File: config.mk
export PLATFORM = sky130hd
export DESIGN_NAME = ifm_pad_loader_1x8_flat
export DESIGN_NICKNAME = d
export VERILOG_FILES = /design/src/rtl/ifm_pad_loader_1x8_if.sv /design/src/rtl/ifm_pad_loader_1x8.sv /design/src/flat_wrapper.sv
export SDC_FILE = /design/constraint.sdc
export NUM_CORES = 1
export LEC_CHECK = 0
export CAP_MARGIN = 10
export CORE_MARGIN = 2
export CORE_UTILIZATION = 40
export DETAILED_ROUTE_END_ITERATION = 10
export HOLD_SLACK_MARGIN = 0.15
export PLACE_DENSITY = 0.76
export SETUP_SLACK_MARGIN = 0.02
export SLEW_MARGIN = 20
export SYNTH_ARGS = -nofsm -noshare
export SYNTH_HDL_FRONTEND = slang
export SYNTH_SLANG_ARGS = --single-unit
File: constraint.sdc
create_clock -name clk -period 6.3 [get_ports clk]
set_clock_uncertainty 0.15 [all_clocks]
set_input_delay 1.26 -clock clk [delete_from_list [all_inputs] [get_ports clk]]
set_output_delay 1.26 -clock clk [all_outputs]
set_load 0.01 [all_outputs]
File: src/rtl/ifm_pad_loader_1x8_if.sv
// rtl/ifm_pad_loader_1x8_if.sv - pixel stream and buffer write bus of the IFM pad loader
// master = loader side, slave = stream source / buffer side.
interface ifm_pad_loader_1x8_if #(
    parameter int ADDR_BIT = 15
);
    logic                s_valid;
    logic                s_ready;
    logic [63:0]         s_data;
    logic [ADDR_BIT-2:0] bram_addr_write;
    logic                bram_en_write;
    logic [7:0]          out_0;
    logic [7:0]          out_1;
    logic [7:0]          out_2;
    logic [7:0]          out_3;
    logic [7:0]          out_4;
    logic [7:0]          out_5;
    logic [7:0]          out_6;
    logic [7:0]          out_7;

    modport master (
        input  s_valid, s_data,
        output s_ready, bram_addr_write, bram_en_write,
        output out_0, out_1, out_2, out_3, out_4, out_5, out_6, out_7
    );

    modport slave (
        output s_valid, s_data,
        input  s_ready, bram_addr_write, bram_en_write,
        input  out_0, out_1, out_2, out_3, out_4, out_5, out_6, out_7
    );
endinterface

File: src/rtl/ifm_pad_loader_1x8.sv
// rtl/ifm_pad_loader_1x8.sv - zero-padding write loader for the 8-lane ping-pong IFM buffer
// Border generation is built only when IFM_LOADER_PAD_EN is defined; otherwise PAD is treated as 0.
module ifm_pad_loader_1x8 #(
    parameter int IMG_W    = 112,
    parameter int IMG_H    = 112,
    parameter int PAD      = 1,
    parameter int ADDR_BIT = 15
) (
    input  logic clk,
    input  logic rst,
    input  logic start,
    input  logic rd_done,
    output logic buf_sel,
    output logic bank_ready,
    output logic busy,
    ifm_pad_loader_1x8_if.master bus
);
    localparam int AW = ADDR_BIT - 1;
`ifdef IFM_LOADER_PAD_EN
    localparam int PAD_E = PAD;
`else
    localparam int PAD_E = 0 * PAD;
`endif
    localparam int GW    = IMG_W + 2 * PAD_E;
    localparam int GH    = IMG_H + 2 * PAD_E;
    localparam int CELLS = GW * GH;
    localparam logic [AW-1:0] LAST = AW'(CELLS - 1);

    localparam logic [1:0] S_IDLE = 2'd0;
    localparam logic [1:0] S_FILL = 2'd1;
    localparam logic [1:0] S_WAIT = 2'd2;

    logic [1:0]    state;
    logic [AW-1:0] addr;
    logic          rd_busy;
    logic          en_q;
    logic [AW-1:0] addr_q;
    logic [63:0]   data_q;
    logic          in_fill;
    logic          border;
    logic          issue;
    logic          swap;
    logic [63:0]   wr_data;

    assign in_fill = (state == S_FILL);

`ifdef IFM_LOADER_PAD_EN
    localparam logic [AW-1:0] ROW_LO  = AW'(PAD_E);
    localparam logic [AW-1:0] ROW_HI  = AW'(GH - PAD_E);
    localparam logic [AW-1:0] COL_LO  = AW'(PAD_E);
    localparam logic [AW-1:0] COL_HI  = AW'(GW - PAD_E);
    localparam logic [AW-1:0] COL_END = AW'(GW - 1);

    logic [AW-1:0] row;
    logic [AW-1:0] col;

    assign border  = (row < ROW_LO) || (row >= ROW_HI) || (col < COL_LO) || (col >= COL_HI);
    assign wr_data = border ? 64'd0 : bus.s_data;

    // Row/column walk alongside the linear address so no multiplier is needed.
    always_ff @(posedge clk) begin
        if (rst || (state == S_IDLE && start)) begin
            row <= '0;
            col <= '0;
        end else if (issue && addr != LAST) begin
            if (col == COL_END) begin
                col <= '0;
                row <= row + 1'b1;
            end else begin
                col <= col + 1'b1;
            end
        end
    end
`else
    assign border  = 1'b0;
    assign wr_data = bus.s_data;
`endif

    assign issue       = in_fill && (border || bus.s_valid);
    assign bus.s_ready = in_fill && !border;
    // Evaluated while the last write is on the bus, so that write always lands in the old bank.
    assign swap        = (state == S_WAIT) && (!rd_busy || rd_done);
    assign busy        = (state != S_IDLE);

    always_ff @(posedge clk) begin
        if (rst) begin
            state      <= S_IDLE;
            addr       <= '0;
            rd_busy    <= 1'b0;
            buf_sel    <= 1'b0;
            bank_ready <= 1'b0;
            en_q       <= 1'b0;
            addr_q     <= '0;
            data_q     <= '0;
        end else begin
            en_q       <= issue;
            bank_ready <= swap;
            if (issue) begin
                addr_q <= addr;
                data_q <= wr_data;
            end
            if (swap) begin
                buf_sel <= ~buf_sel;
                rd_busy <= 1'b1;
            end else if (rd_done) begin
                rd_busy <= 1'b0;
            end
            case (state)
                S_IDLE: begin
                    if (start) begin
                        state <= S_FILL;
                        addr  <= '0;
                    end
                end
                S_FILL: begin
                    if (issue) begin
                        if (addr == LAST) begin
                            state <= S_WAIT;
                        end else begin
                            addr <= addr + 1'b1;
                        end
                    end
                end
                S_WAIT: begin
                    if (swap) begin
                        state <= S_IDLE;
                    end
                end
                default: state <= S_IDLE;
            endcase
        end
    end

    assign bus.bram_en_write   = en_q;
    assign bus.bram_addr_write = addr_q;
    assign bus.out_0 = data_q[7:0];
    assign bus.out_1 = data_q[15:8];
    assign bus.out_2 = data_q[23:16];
    assign bus.out_3 = data_q[31:24];
    assign bus.out_4 = data_q[39:32];
    assign bus.out_5 = data_q[47:40];
    assign bus.out_6 = data_q[55:48];
    assign bus.out_7 = data_q[63:56];
endmodule
File: src/flat_wrapper.sv
// flat-port wrapper written by rule: the top's interface ports become plain ports
module ifm_pad_loader_1x8_flat 
#(
    parameter int IMG_W    = 112,
    parameter int IMG_H    = 112,
    parameter int PAD      = 1,
    parameter int ADDR_BIT = 15
)
  (clk, rst, start, rd_done, buf_sel, bank_ready, busy, bus_s_valid, bus_s_data, bus_s_ready, bus_bram_addr_write, bus_bram_en_write, bus_out_0, bus_out_1, bus_out_2, bus_out_3, bus_out_4, bus_out_5, bus_out_6, bus_out_7);
  ifm_pad_loader_1x8_if #(.ADDR_BIT(ADDR_BIT)) bus_i ();
  input  logic clk;
  input  logic rst;
  input  logic start;
  input  logic rd_done;
  output logic buf_sel;
  output logic bank_ready;
  output logic busy;
  input wire logic [$bits(bus_i.s_valid)-1:0] bus_s_valid;
  input wire logic [$bits(bus_i.s_data)-1:0] bus_s_data;
  output wire logic [$bits(bus_i.s_ready)-1:0] bus_s_ready;
  output wire logic [$bits(bus_i.bram_addr_write)-1:0] bus_bram_addr_write;
  output wire logic [$bits(bus_i.bram_en_write)-1:0] bus_bram_en_write;
  output wire logic [$bits(bus_i.out_0)-1:0] bus_out_0;
  output wire logic [$bits(bus_i.out_1)-1:0] bus_out_1;
  output wire logic [$bits(bus_i.out_2)-1:0] bus_out_2;
  output wire logic [$bits(bus_i.out_3)-1:0] bus_out_3;
  output wire logic [$bits(bus_i.out_4)-1:0] bus_out_4;
  output wire logic [$bits(bus_i.out_5)-1:0] bus_out_5;
  output wire logic [$bits(bus_i.out_6)-1:0] bus_out_6;
  output wire logic [$bits(bus_i.out_7)-1:0] bus_out_7;
  assign bus_i.s_valid = bus_s_valid;
  assign bus_i.s_data = bus_s_data;
  assign bus_s_ready = bus_i.s_ready;
  assign bus_bram_addr_write = bus_i.bram_addr_write;
  assign bus_bram_en_write = bus_i.bram_en_write;
  assign bus_out_0 = bus_i.out_0;
  assign bus_out_1 = bus_i.out_1;
  assign bus_out_2 = bus_i.out_2;
  assign bus_out_3 = bus_i.out_3;
  assign bus_out_4 = bus_i.out_4;
  assign bus_out_5 = bus_i.out_5;
  assign bus_out_6 = bus_i.out_6;
  assign bus_out_7 = bus_i.out_7;
  ifm_pad_loader_1x8 #(.IMG_W(IMG_W), .IMG_H(IMG_H), .PAD(PAD), .ADDR_BIT(ADDR_BIT)) u_core (.clk(clk), .rst(rst), .start(start), .rd_done(rd_done), .buf_sel(buf_sel), .bank_ready(bank_ready), .busy(busy), .bus(bus_i));
endmodule
# Word-level counts from Yosys, hierarchy flattened
# Cells that the tools add are included.
# Widths: inputs -> output; s select.
# classes
eq_ne	8
bitwise	1
n_reduce_logical	10
muxes	11
add_sub_neg	1
# op_table
operator	n
$mux 14	3
$pmux 14 s2	1
$add 14x1->14 const B	1
$eq 14x14->1 const B	1
$mux 2	4
$ne 2x2->1 const B	4
$reduce_and 4->1	2
$pmux 2 s3	1
$reduce_bool 2->1	3
$eq 2x1->1 const B	1
$eq 2x2->1 const B	1
$logic_and 1x1->1	2
$logic_not 2->1	1
$mux 1	2
$ne 2x1->1 const B	1
$logic_not 1->1	1
$logic_or 1x1->1	1
$not 1->1	1
# word_totals
output_inout_bits	83
elab_cells	39
regBits	98

# Depth between registers and ports, before layout
# logic_depth
depth_word	5
depth_mapped	8
depth_no_buf	6

# Least setup slack after synthesis
# OpenSTA, ideal clock, no wires.
# synth_timing
kind	input -> register
start	input bus_s_valid
end	register u_core.addr[5]
slack_ns	3.867
setup_ns	0.070
t_arrival_ns	2.213
required_time_ns	6.080
path_stages	4
n_path_buf	0
path_cell_list	mux2i_1 a211o_2 or4_1 a21oi_1
# synth_via
elab_chain_cells	3
# synth_lines
element	line	rtl
start: declaration	flat_wrapper.sv:18	input wire logic [$bits(bus_i.s_valid)-1:0] bus_s_valid;
$logic_and 1x1->1	ifm_pad_loader_1x8.sv:79	assign issue = in_fill && (border || bus.s_valid);
$ne 2x2->1 (no source line)	n/a	
$reduce_and 4->1 (no source line)	n/a	
end signal: assignment	ifm_pad_loader_1x8.sv:120	addr <= addr + 1'b1;
end: declaration	ifm_pad_loader_1x8.sv:34	logic [AW-1:0] addr;
# No other way between the ends.
# A chain may end at the register's enable or synchronous reset.

# Worst setup path after layout
# layout_timing
start	register u_core.state[1]
end	output bus_s_ready
# layout_via
elab_chain_cells	1
# layout_lines
element	line	rtl
start: declaration	ifm_pad_loader_1x8.sv:33	logic [1:0] state;
start signal: assignment	ifm_pad_loader_1x8.sv:87	state <= S_IDLE;
start signal: assignment	ifm_pad_loader_1x8.sv:111	state <= S_FILL;
start signal: assignment	ifm_pad_loader_1x8.sv:118	state <= S_WAIT;
$eq 2x1->1	ifm_pad_loader_1x8.sv:45	assign in_fill = (state == S_FILL);
end: declaration	flat_wrapper.sv:20	output wire logic [$bits(bus_i.s_ready)-1:0] bus_s_ready;
# No other way between the ends.

==> summary.md <==
| Metric | Value |
|---|---|
| Cts hold-fix bufs | `0` |
| Detailed placement HPWL | `6290 um` |
| RSZ-0062 raised after global routing | `false` |
| CP Class | `register to output pin` |
| Clock sink total | `a little under 100` |
| Largest net degree at the start of global routing | `just under 100` |
| Antenna Cells | `0` |
| Min-Delay Path Class | `register to register` |
| Width of the die | `99.6 um` |
| CTS tree | `done` |
| Count of cell types in the netlist | `36` |
| Final Slew Violations | `0` |
| Die area | `about 10000 um2` |
| Clock Tree Buf Depth | `2` |
| Synth top cells by count | `nand2_1, dfxtp_1, a21oi_1` |
| Post-CTS sizing | `0` |
| Clk root buf | `clkbuf_8` |
| Avg WL per Cell | `13.0 um` |
| Post-route clock period utilization | `55.5%` |
| Layout cells sized above 1 | `under 10%` |
| Cell taking the most area after synthesis | `dfxtp_1` |
| Worst-skew pair later-pin latency | `0.35 ns` |
| Mean Syn Cell Area | `7.94 um2` |
| WP data required | `around 4.9 ns` |
| Cells after synthesis | `460` |
| Ys Warns | `0` |
| Synth area leaders | `dfxtp_1, nand2_1, a21oi_1` |
| Slew headroom | `32.3%` |
| Post-route DRC | `0` |
| # port buffers | `between 150 and 200` |
| Fin. Hold Viols | `0` |
| Worst-path fanout max | `8` |
| # Max-Cap Violations | `0` |
| Fillers | `811` |
| Most common cell in the netlist | `nand2_1` |
| Post-synth EDFFs | `0` |
| Die H | `99.6 um` |
| Initial antenna violation count | `0` |
| Final setup fails | `0` |
| Arr. time, crit path | `~2.1 ns` |
| Synth Cell Area | `roughly 3700 um2` |
| Global-route wire length before repair | `15000 um` |
| #FFs+latches synth | `98` |
| Slew @ Worst Pin | `~1 ns` |
| Final Net Count | `663` |
| Worst hold start | `u_core.data_q[36]$_SDFFE_PP0P_` |
| Final min period | `3.50 ns` |
| Fmax | `286 MHz` |
| Leakage power | `1.83 nW` |
| Startpoint Class | `register` |
| Io pins | `approximately 150` |
| Core area | `8810 um2` |
| Seq/Total Area, Yosys | `53.7%` |
| DRT iter0 DRCs | `203` |
| Post-Route WL | `9150 um` |
| Critical path launch point | `u_core.state[1]$_SDFFE_PP0P_` |
| Area Overhead vs Synth | `47.1%` |
| Std cell rows | `34` |
| Gpl congestion | `0.762` |
| Util after Layout | `61.0%` |
| Router iterations before antenna repair | `4` |
| Vias per inst | `4.95` |
| Initial Util | `41.5%` |
| Total GRT Usage | `18.4%` |
| Clock-pin slew on the worst setup and hold paths | `0.09 ns` |
| Total number of vias | `3491` |
| H-Tree Depth | `3` |
| Worst r2r src | `u_core.state[1]$_SDFFE_PP0P_` |
| Fin Setup TNS | `0 ns` |
| Num CTS Buffers | `9` |
| Mapped Nets | `530` |
| ANT nets after route | `0` |
| Dominant synthesized flop cell | `dfxtp_1` |
| FFs w/ async S/R, synth | `0%` |
| Postcts setup bufs | `0` |
| Pwr/cell area | `223 nW/um2` |
| Peak supply drop | `131 uV` |
| GRT overflow | `0` |
| Crit. End Element | `output pin` |
| Top-area cell type share of the netlist area | `53.7%` |
| Vias in the first global route | `about 3400` |
| Status | `finished clean` |
[placed cells by master, fill, tap and decap left out, types with 2 or more instances in the layout]
cell type / count
clkbuf_8: 10
a31oi_1: 4
nor3_2: 2
nor2_1: 13
inv_1: 2
o31ai_1: 5
nand3_1: 6
nor3_1: 5
clkinvlp_4: 3
clkdlybuf4s50_1: 150
nand4_1: 4
or3_1: 2
a21oi_1: 89
nand2b_1: 5
nand2_1: 163
nor2b_1: 4
dfxtp_1: 98
buf_4: 3
o21ai_0: 7
xor2_1: 2
[metal layers]
metal / global-route usage [%] / vias to the layer above / share of wire [%]
met4: 7.38 / 0 / 2.0
met2: 30.5 / 106 / 47
li1: - / 1783 / -
met3: 6.82 / 17 / 8.2
met1: 21.5 / 1585 / 43
met5: 0 / - / 0
[path summary, 6_finish.rpt]
kind,to,slack (ns),cells past startpoint
worst min-delay path,u_core.data_q[36]$_SDFFE_PP0P_,0.30,2
worst min register to register,u_core.data_q[36]$_SDFFE_PP0P_,0.30,2
worst max-delay path,bus_s_ready,2.80,3
worst max register to register,u_core.data_q[39]$_SDFFE_PP0P_,3.41,6
[per-stage QoR]
stage                     setup WS (ns)  total power, mW  instances  hold WS (ns)  cell area (um2)
after global placement             2.78            0.809        690         0.291             5180
after detailed placement           2.73            0.812        690         0.296             5180
final                              2.80             1.20        705         0.304             5370
after CTS                          2.79             1.21        705         0.308             5370
after global routing               2.65             1.25        705         0.323             5370
after floorplan                    3.87            0.722        460         0.305             3650
[worst max-delay path, cell delays in order, from the launching register on]
cell and delay [ns]:
dfxtp_1 0.46, nand2b_1 0.35, clkinv_1 0.36, clkdlybuf4s50_1 0.58
[state kept, by name, indices dropped and copies added, names as in the netlist]
signal and count:
u_core.data_q 64, u_core.addr 14, u_core.bus.bram_addr_write 14, u_core.state 2, u_core.bank_ready 1, u_core.buf_sel 1, u_core.bus.bram_en_write 1, u_core.rd_busy 1
[cells by family (layout without fill, tap and decap cells)]
group | after synthesis | after routing | share of synthesized area (%)
compound gates | 111 | 111 | 16.3
mux | 1 | 1 | 0.274
simple gates | 213 | 213 | 24.9
buf+inv | 34 | 171 | 4.01
flops | 98 | 98 | 53.7
fa+ha+maj | 1 | 1 | 0.343
xor+xnor | 2 | 2 | 0.480
[power breakdown]
group	leakage (nW)	internal (mW)	total, mW	switching [mW]
sequential	0.796	0.638	0.648	0.0101
clock	0.0877	0.193	0.401	0.209
combinational	0.949	0.0817	0.148	0.0667
[cell type report]
| type | instances | area [um2] | share of cell area [%] |
|---|---|---|---|
| well taps | 108 | 135 | 2.51 |
| multi-input cells | 328 | 1550 | 28.8 |
| clock inverters | 4 | 52.6 | 0.978 |
| clock buffers | 11 | 141 | 2.63 |
| inverters | 3 | 11.3 | 0.210 |
| repair buffers | 153 | 1520 | 28.4 |
| flip-flops and latches | 98 | 1960 | 36.5 |
(Power assumes the default switching activity.)
